`config.mk`:
```
export PLATFORM = sky130hd
export DESIGN_NAME = fwd_ctrl_unit_flat
export DESIGN_NICKNAME = d
export VERILOG_FILES = /design/src/rtl/fwd_pkg.sv /design/src/rtl/fwd_ctrl_unit_if.sv /design/src/rtl/fwd_match.sv /design/src/rtl/fwd_ctrl_unit.sv /design/src/flat_wrapper.sv
export SDC_FILE = /design/constraint.sdc
export NUM_CORES = 1
export LEC_CHECK = 0
export CORE_ASPECT_RATIO = 1.4
export CORE_UTILIZATION = 45
export CTS_CLUSTER_SIZE = 16
export DETAILED_ROUTE_END_ITERATION = 16
export HOLD_SLACK_MARGIN = 0.06
export PLACE_DENSITY = 0.85
export SLEW_MARGIN = 20
export SYNTH_ARGS = -nofsm -noshare
export SYNTH_HDL_FRONTEND = slang
export SYNTH_SLANG_ARGS = --single-unit
```
`constraint.sdc`:
```
create_clock -name clk -period 3.98 [get_ports clk]
set_input_delay 0.398 -clock clk [delete_from_list [all_inputs] [get_ports clk]]
set_output_delay 0.398 -clock clk [all_outputs]
set_load 0.01 [all_outputs]
```
`src/rtl/fwd_pkg.sv`:
```
// Shared definitions for the distance-1 forwarding control unit and the
// execute-stage forwarding muxes that consume its select code.
package fwd_pkg;

  localparam int DATA_W = 8;
  localparam int REG_AW = 5;

  typedef enum logic [0:0] {
    FWD_IDLE      = 1'b0,
    FWD_LOAD_WAIT = 1'b1
  } fwd_state_e;

  // Forwarding mux select encoding: bit0 drives operand 1, bit1 operand 2.
  localparam logic [1:0] FWD_NONE = 2'b00;
  localparam logic [1:0] FWD_OP1  = 2'b01;
  localparam logic [1:0] FWD_OP2  = 2'b10;
  localparam logic [1:0] FWD_BOTH = 2'b11;

endpackage

```
`src/rtl/fwd_ctrl_unit_if.sv`:
```
// Pipeline-side bundle for the forwarding control unit: ID/EX/MEM observations
// in, forwarding selects, forwarded value and stall out.
interface fwd_ctrl_unit_if
  import fwd_pkg::*;
();

  logic              flush;
  logic              id_valid;
  logic [REG_AW-1:0] id_rs1;
  logic [REG_AW-1:0] id_rs2;
  logic              ex_valid;
  logic [REG_AW-1:0] ex_rd;
  logic              ex_reg_write;
  logic              ex_is_load;
  logic [DATA_W-1:0] ex_alu_result;
  logic [DATA_W-1:0] mem_load_data;
  logic [1:0]        cntrl_sign;
  logic [DATA_W-1:0] fwd_reg_val;
  logic              stall;

  modport master (
    output flush, id_valid, id_rs1, id_rs2, ex_valid, ex_rd, ex_reg_write,
           ex_is_load, ex_alu_result, mem_load_data,
    input  cntrl_sign, fwd_reg_val, stall
  );

  modport slave (
    input  flush, id_valid, id_rs1, id_rs2, ex_valid, ex_rd, ex_reg_write,
           ex_is_load, ex_alu_result, mem_load_data,
    output cntrl_sign, fwd_reg_val, stall
  );

endinterface

```
`src/rtl/fwd_match.sv`:
```
// Source-vs-destination comparator producing {rs2 match, rs1 match}, gated by
// a caller-supplied qualify bit.
module fwd_match
  import fwd_pkg::*;
(
  input  logic [REG_AW-1:0] rs1,
  input  logic [REG_AW-1:0] rs2,
  input  logic [REG_AW-1:0] rd,
  input  logic              qualify,
  output logic [1:0]        match
);

  assign match = {qualify & (rs2 == rd), qualify & (rs1 == rd)};

endmodule

```
`src/rtl/fwd_ctrl_unit.sv`:
```
// Distance-1 forwarding control: registered mux selects and forward value,
// plus a one-cycle load-use stall followed by forwarding of the load data.
module fwd_ctrl_unit
  import fwd_pkg::*;
(
  input  logic               clk,
  input  logic               rst,
  fwd_ctrl_unit_if.slave     bus
);

  fwd_state_e        state_q, state_d;
  logic [REG_AW-1:0] ld_rd_q, ld_rd_d;
  logic [1:0]        cntrl_q, cntrl_d;
  logic [DATA_W-1:0] fwd_val_q, fwd_val_d;
  logic              stall_c;
  logic              ex_qual;
  logic              ld_qual;
  logic [1:0]        ex_m;
  logic [1:0]        ld_m;

  // x0 is never a producer, so rd==0 disqualifies the match outright.
  assign ex_qual = bus.id_valid & bus.ex_valid & bus.ex_reg_write & (bus.ex_rd != '0);
  assign ld_qual = bus.id_valid & (ld_rd_q != '0);

  fwd_match u_ex_match (
    .rs1     (bus.id_rs1),
    .rs2     (bus.id_rs2),
    .rd      (bus.ex_rd),
    .qualify (ex_qual),
    .match   (ex_m)
  );

  fwd_match u_ld_match (
    .rs1     (bus.id_rs1),
    .rs2     (bus.id_rs2),
    .rd      (ld_rd_q),
    .qualify (ld_qual),
    .match   (ld_m)
  );

  always_comb begin
    state_d   = state_q;
    ld_rd_d   = ld_rd_q;
    cntrl_d   = FWD_NONE;
    fwd_val_d = fwd_val_q;
    stall_c   = 1'b0;
    if (bus.flush) begin
      state_d = FWD_IDLE;
    end else begin
      unique case (state_q)
        FWD_IDLE: begin
          if (bus.ex_is_load && (ex_m != 2'b00)) begin
            // Load result not ready yet: hold ID, push a bubble into EX.
            stall_c = 1'b1;
            ld_rd_d = bus.ex_rd;
            state_d = FWD_LOAD_WAIT;
          end else begin
            cntrl_d = ex_m;
            if (ex_m != 2'b00) fwd_val_d = bus.ex_alu_result;
          end
        end
        FWD_LOAD_WAIT: begin
          cntrl_d   = ld_m;
          fwd_val_d = bus.mem_load_data;
          state_d   = FWD_IDLE;
        end
        default: state_d = FWD_IDLE;
      endcase
    end
  end

  always_ff @(posedge clk or posedge rst) begin
    if (rst) begin
      state_q   <= FWD_IDLE;
      ld_rd_q   <= '0;
      cntrl_q   <= FWD_NONE;
      fwd_val_q <= '0;
    end else begin
      state_q   <= state_d;
      ld_rd_q   <= ld_rd_d;
      cntrl_q   <= cntrl_d;
      fwd_val_q <= fwd_val_d;
    end
  end

  assign bus.stall       = stall_c & ~rst;
  assign bus.cntrl_sign  = cntrl_q;
  assign bus.fwd_reg_val = fwd_val_q;

endmodule

```
`src/flat_wrapper.sv`:
```
// flat-port wrapper written by rule: the top's interface ports become plain ports
module fwd_ctrl_unit_flat import fwd_pkg::*;
  (clk, rst, bus_flush, bus_id_valid, bus_id_rs1, bus_id_rs2, bus_ex_valid, bus_ex_rd, bus_ex_reg_write, bus_ex_is_load, bus_ex_alu_result, bus_mem_load_data, bus_cntrl_sign, bus_fwd_reg_val, bus_stall);
  fwd_ctrl_unit_if bus_i ();
  input  logic clk;
  input  logic rst;
  input wire logic [$bits(bus_i.flush)-1:0] bus_flush;
  input wire logic [$bits(bus_i.id_valid)-1:0] bus_id_valid;
  input wire logic [$bits(bus_i.id_rs1)-1:0] bus_id_rs1;
  input wire logic [$bits(bus_i.id_rs2)-1:0] bus_id_rs2;
  input wire logic [$bits(bus_i.ex_valid)-1:0] bus_ex_valid;
  input wire logic [$bits(bus_i.ex_rd)-1:0] bus_ex_rd;
  input wire logic [$bits(bus_i.ex_reg_write)-1:0] bus_ex_reg_write;
  input wire logic [$bits(bus_i.ex_is_load)-1:0] bus_ex_is_load;
  input wire logic [$bits(bus_i.ex_alu_result)-1:0] bus_ex_alu_result;
  input wire logic [$bits(bus_i.mem_load_data)-1:0] bus_mem_load_data;
  output wire logic [$bits(bus_i.cntrl_sign)-1:0] bus_cntrl_sign;
  output wire logic [$bits(bus_i.fwd_reg_val)-1:0] bus_fwd_reg_val;
  output wire logic [$bits(bus_i.stall)-1:0] bus_stall;
  assign bus_i.flush = bus_flush;
  assign bus_i.id_valid = bus_id_valid;
  assign bus_i.id_rs1 = bus_id_rs1;
  assign bus_i.id_rs2 = bus_id_rs2;
  assign bus_i.ex_valid = bus_ex_valid;
  assign bus_i.ex_rd = bus_ex_rd;
  assign bus_i.ex_reg_write = bus_ex_reg_write;
  assign bus_i.ex_is_load = bus_ex_is_load;
  assign bus_i.ex_alu_result = bus_ex_alu_result;
  assign bus_i.mem_load_data = bus_mem_load_data;
  assign bus_cntrl_sign = bus_i.cntrl_sign;
  assign bus_fwd_reg_val = bus_i.fwd_reg_val;
  assign bus_stall = bus_i.stall;
  fwd_ctrl_unit u_core (.clk(clk), .rst(rst), .bus(bus_i));
endmodule
```
Yosys cells after proc, flatten, opt, wreduce, memory -nomap -nowiden
Index checks and enable logic that the tools add are counted.
{ "totals": {"ramBits": 0, "latch_bits": 0, "output_inout_bits": 11, "n_memories": 0, "romBits": 0, "regBits": 16} }
{ "classes": {"div": 0, "muxes": 11, "add_sub_neg": 0, "mul": 0, "n_eq_ne": 6, "bitwise_logic": 12, "magnitude_cmp": 0, "n_shift": 0, "n_reduce_logical": 6} }
{ "ops": {"columns": ["cell", "n"], "rows": [
  ["5-bit equality test", 4],
  ["8-bit two-way mux", 2],
  ["8-bit one-hot mux with 2 select lines", 1],
  ["5-bit nonzero test", 2],
  ["1-bit AND", 9],
  ["3-bit AND reduction", 2],
  ["1-bit two-way mux", 4],
  ["2-bit two-way mux", 2],
  ["2-bit one-hot mux with 2 select lines", 1],
  ["1-bit inverter", 3],
  ["2-bit by 1-bit inequality test with 1-bit output (second input constant)", 1],
  ["2-bit inequality test (second input constant)", 1],
  ["1-bit one-hot mux with 2 select lines", 1],
  ["2-bit nonzero test", 1],
  ["1-bit logical AND", 1]
]} }

Longest topological paths before layout
{ "logic_depth": {"depth_word": 10, "mapped_depth": 6, "mapped_depth_nobuf": 5} }

By module
A second synthesis with hierarchy kept.
{ "unflattened": {"cells_unflattened": 86, "area_unflattened_um2": 1031.0} }
{ "by_module_without_submodules": {"columns": ["mod", "seq_area_each_um2", "area_each_um2", "cells_each", "instances"], "rows": [
  ["fwd_ctrl_unit", 400.4, 805.8, 58, 1],
  ["fwd_match", 0.0, 112.6, 14, 2]
]} }

Worst setup path after synthesis
Ideal clock, no wire load.
{ "synth_path": {"path_type": "input to output", "start": "input port bus_ex_rd[3]", "end": "output port bus_stall", "setup_slack_ns": 2.023, "cell_stages": 5, "t_required_ns": 3.582, "t_arrival_ns": 1.559, "cell_sequence": "or4_4 > o2111ai_4 > nor2_2 > nor4bb_1 > and2_1"} }
{ "synth_between": {"elab_chain_len": 9, "elab_cells_between_ends": 12, "cone_classes": "eq/ne: 2; mux: 3; bitwise: 4; reduce/logical: 3"} }
{ "synth_rtl": {"columns": ["element", "line", "source"], "rows": [
  ["start, declared", "flat_wrapper.sv:12", "input wire logic [$bits(bus_i.ex_rd)-1:0] bus_ex_rd;"],
  ["5-bit nonzero test", "fwd_ctrl_unit.sv:22", "assign ex_qual = bus.id_valid & bus.ex_valid & bus.ex_reg_write & (bus.ex_rd != '0);"],
  ["1-bit AND", "fwd_ctrl_unit.sv:22", null],
  ["1-bit AND", "fwd_match.sv:13", "assign match = {qualify & (rs2 == rd), qualify & (rs1 == rd)};"],
  ["2-bit nonzero test (*)", "fwd_ctrl_unit.sv:52", "if (bus.ex_is_load && (ex_m != 2'b00)) begin"],
  ["1-bit logical AND (*)", "fwd_ctrl_unit.sv:52", null],
  ["1-bit two-way mux (*)", "fwd_ctrl_unit.sv:52", null],
  ["1-bit two-way mux (*)", "fwd_ctrl_unit.sv:50", "unique case (state_q)"],
  ["1-bit two-way mux (*)", "fwd_ctrl_unit.sv:47", "if (bus.flush) begin"],
  ["via u_core.stall_c", "fwd_ctrl_unit.sv:15", "logic stall_c;"],
  ["1-bit AND (*)", "fwd_ctrl_unit.sv:86", "assign bus.stall = stall_c & ~rst;"],
  ["end, declared", "flat_wrapper.sv:19", "output wire logic [$bits(bus_i.stall)-1:0] bus_stall;"]
]} }
Mark *: on every way through the listed nets, which the timed path passes. The rest lies on a longest branch.

Final worst setup path
{ "layout_path": {"start": "input port bus_ex_rd[0]", "end": "output port bus_stall"} }
The elaborated chain is that of the path after synthesis.

==> impl_metrics.env <==
export IMPL_status="finished with violations"
export IMPL_violations="DRC"
export IMPL_fin_hold_ws_ns=0.398
export IMPL_fin_skew_ns=0.0101
export IMPL_drt_pass1_iterations=11
export IMPL_ios=49
export IMPL_drt_total_wl_mm=2.97
export IMPL_synth_area_um2=1120
export IMPL_syn2layout_area_growth_pct=47.4
export IMPL_ir_drop_mv=0.165
export IMPL_max_freq_mhz=329
export IMPL_yosys_area_top_type="dfrtp_1"
export IMPL_wl_per_cell_um=17.8
export IMPL_grt_pass1_vias=1044
export IMPL_crit_path_start_kind="input port"
export IMPL_synth_edff_count=0
export IMPL_syn_inst=94
export IMPL_synth_seq_cells=16
export IMPL_postCtsHoldBufs=0
export IMPL_grt_pass1_wl_mm=4.59
export IMPL_relSlewSlack_pct=60.2
export IMPL_rsz0062_at_grt="no"
export IMPL_tightest_slew_ns=0.596
export IMPL_grt_met3_usage_pct=5.06
export IMPL_synth_top_area_share_pct=35.8
export IMPL_drt_iter0_drc=13
export IMPL_syn_num_nets=132
export IMPL_diodes=0
export IMPL_power_uw=432
export IMPL_ys_top_cells_by_count="dfrtp_1 (16), xor2_1 (16), mux2_2 (8), nand2b_1 (8), o221a_1 (8)"
export IMPL_ys_warn_count=0
export IMPL_nets=184
export IMPL_grtUsageMet2_pct=42.2
export IMPL_core_area_um2=2360
export IMPL_cts_htree_levels=1
export IMPL_vias_per_cell=5.66
export IMPL_worstPathRequired_ns=3.58
export IMPL_use_met1_pct=26.7
export IMPL_clock_sinks=16
export IMPL_io_buffers=48
export IMPL_path_class="input port to output pin"
export IMPL_fp_dieW_um=44.1
export IMPL_finalSetupTns_ns=0
export IMPL_cts_buffer_depth=2
export IMPL_antenna_found_initial=0
export IMPL_hold_viol_final=0
export IMPL_cts_repair_resized=0
export IMPL_power_density_nw_per_um2=262
export IMPL_grt_usage_pct=23.8
export IMPL_syn_area_per_cell_um2=11.9
export IMPL_cts_buffers=3
export IMPL_max_cap_violations=0
export IMPL_ys_seq_area_share_pct=35.8
export IMPL_r2r_start="u_core.state_q"
export IMPL_endpoint_kind="output pin"
export IMPL_critPathLaunch="bus_ex_rd[0]"
export IMPL_die_area_um2=2690
export IMPL_dp_hpwl_mm=2.40
export IMPL_hold_class="input port to async pin"
export IMPL_drive_gt1_share_pct=17.4
export IMPL_grt_max_degree=18
export IMPL_root_buffer="clkbuf_4"
export IMPL_die_h_um=61.0
export IMPL_crit_fanout=4
export IMPL_post_route_min_period_ns=3.04
export IMPL_route_antenna_remaining_nets=0
export IMPL_leakage_nw=0.668
export IMPL_slew_viol_final=0
export IMPL_synth_cell_type_count=28
export IMPL_postCtsSetupRepairBufs=0
export IMPL_synth_ff_type="dfrtp_1"
export IMPL_drc=4
export IMPL_start_util_pct=47.3
export IMPL_rows=21
export IMPL_utilization_pct=69.7
export IMPL_setup_violations=0
export IMPL_gp_congestion=0.979
export IMPL_synthTopCellsByArea="dfrtp_1 (36%), xor2_1 (13%), mux2_2 (8.1%)"
export IMPL_vias=945
export IMPL_tritoncts="yes"
export IMPL_critPathArrivalTime_ns=2.64
export IMPL_period_share_pct=76.4
export IMPL_top_usage_layer="met2"
export IMPL_grt_ovfl_total=0
export IMPL_clk_pin_slew_worst_paths_ns=0.09
export IMPL_synthArstFlopShare_pct=100
export IMPL_clkLatencyLatePin_ns=0.29
[worst max-delay path, stage by stage]
cell and delay [ns]:
clkdlybuf4s50_1 0.50, xor2_1 0.22, nor3_2 0.31, a22oi_2 0.18, nor4bb_1 0.34, and2_1 0.17, clkdlybuf4s50_1 0.53
[path summary, 6_finish.rpt]
path | slack, ns | cells past startpoint | end
max in group asynchronous | 3.40 | 3 | u_core.bus.fwd_reg_val[2]
min in group clk | 0.57 | 1 | u_core.bus.fwd_reg_val[0]
worst max-delay path | 0.94 | 7 | bus_stall
worst min register to register | 0.57 | 1 | u_core.bus.fwd_reg_val[0]
worst min-delay path | 0.40 | 3 | u_core.ld_rd_q[3]
worst max register to register | 2.14 | 4 | u_core.bus.fwd_reg_val[1]
[metal layers]
metal  vias up  routed length [um]
met2        51                1600
met4         0                  61
met5         -                   0
li1        452                   -
met3         7                 218
met1       435                1090
[through the flow]
| step | area [um^2] | setup slack [ns] | cells |
|---|---|---|---|
| finish | 1650 | 0.937 | 167 |
| global route | 1650 | 0.853 | 167 |
| CTS | 1650 | 0.953 | 167 |
| detailed placement | 1630 | 0.976 | 164 |
| global placement | 1630 | 1.00 | 164 |
| floorplan | 1120 | 2.02 | 94 |
[sequential cells by signal, summed over array words and instances, names as in the netlist]
register / count
u_core.bus.fwd_reg_val: 8
u_core.ld_rd_q: 5
u_core.bus.cntrl_sign: 2
u_core.state_q: 1
[area by class of cell]
cell class | count | area, um^2
Sequential cell | 16 | 400
Inverter | 2 | 7.51
Multi-Input combinational cell | 74 | 702
Timing Repair Buffer | 49 | 488
Tap cell | 23 | 28.8
Fill cell | 191 | 716
Clock buffer | 3 | 22.5
[cell usage in the layout (no fill, tap or decap), types with 2 or more instances in the layout]
cell type,synthesis,routed
nor3_2,2,2
mux2_2,8,8
o221a_1,8,8
a21oi_1,2,2
nand4_1,2,2
clkbuf_4,0,3
inv_1,2,2
mux2_4,5,5
dfrtp_1,16,16
nor2_1,2,2
nand2b_1,8,8
clkdlybuf4s50_1,0,48
nor3_1,3,3
nand3_1,2,2
xor2_1,16,16
xnor2_1,4,4
[logic make-up (layout without fill, tap and decap cells)]
| family | after synthesis | in the layout | synth area share, % |
|---|---|---|---|
| flip-flops | 16 | 16 | 35.8 |
| AND/OR/NAND/NOR | 27 | 27 | 16.6 |
| AO/OA/AOI/OAI | 14 | 14 | 15.8 |
| multiplexers | 13 | 13 | 14.8 |
| buffers and inverters | 4 | 54 | 1.45 |
| XOR/XNOR | 20 | 20 | 15.7 |
[power by group]
group / internal (mW) / total (mW) / switching [mW]
clock network: 0.0352 / 0.0827 / 0.0475
logic: 0.0968 / 0.151 / 0.0544
registers: 0.182 / 0.198 / 0.0161
total: 0.314 / 0.432 / 0.118
No activity file was read; power rests on OpenSTA's default activity.
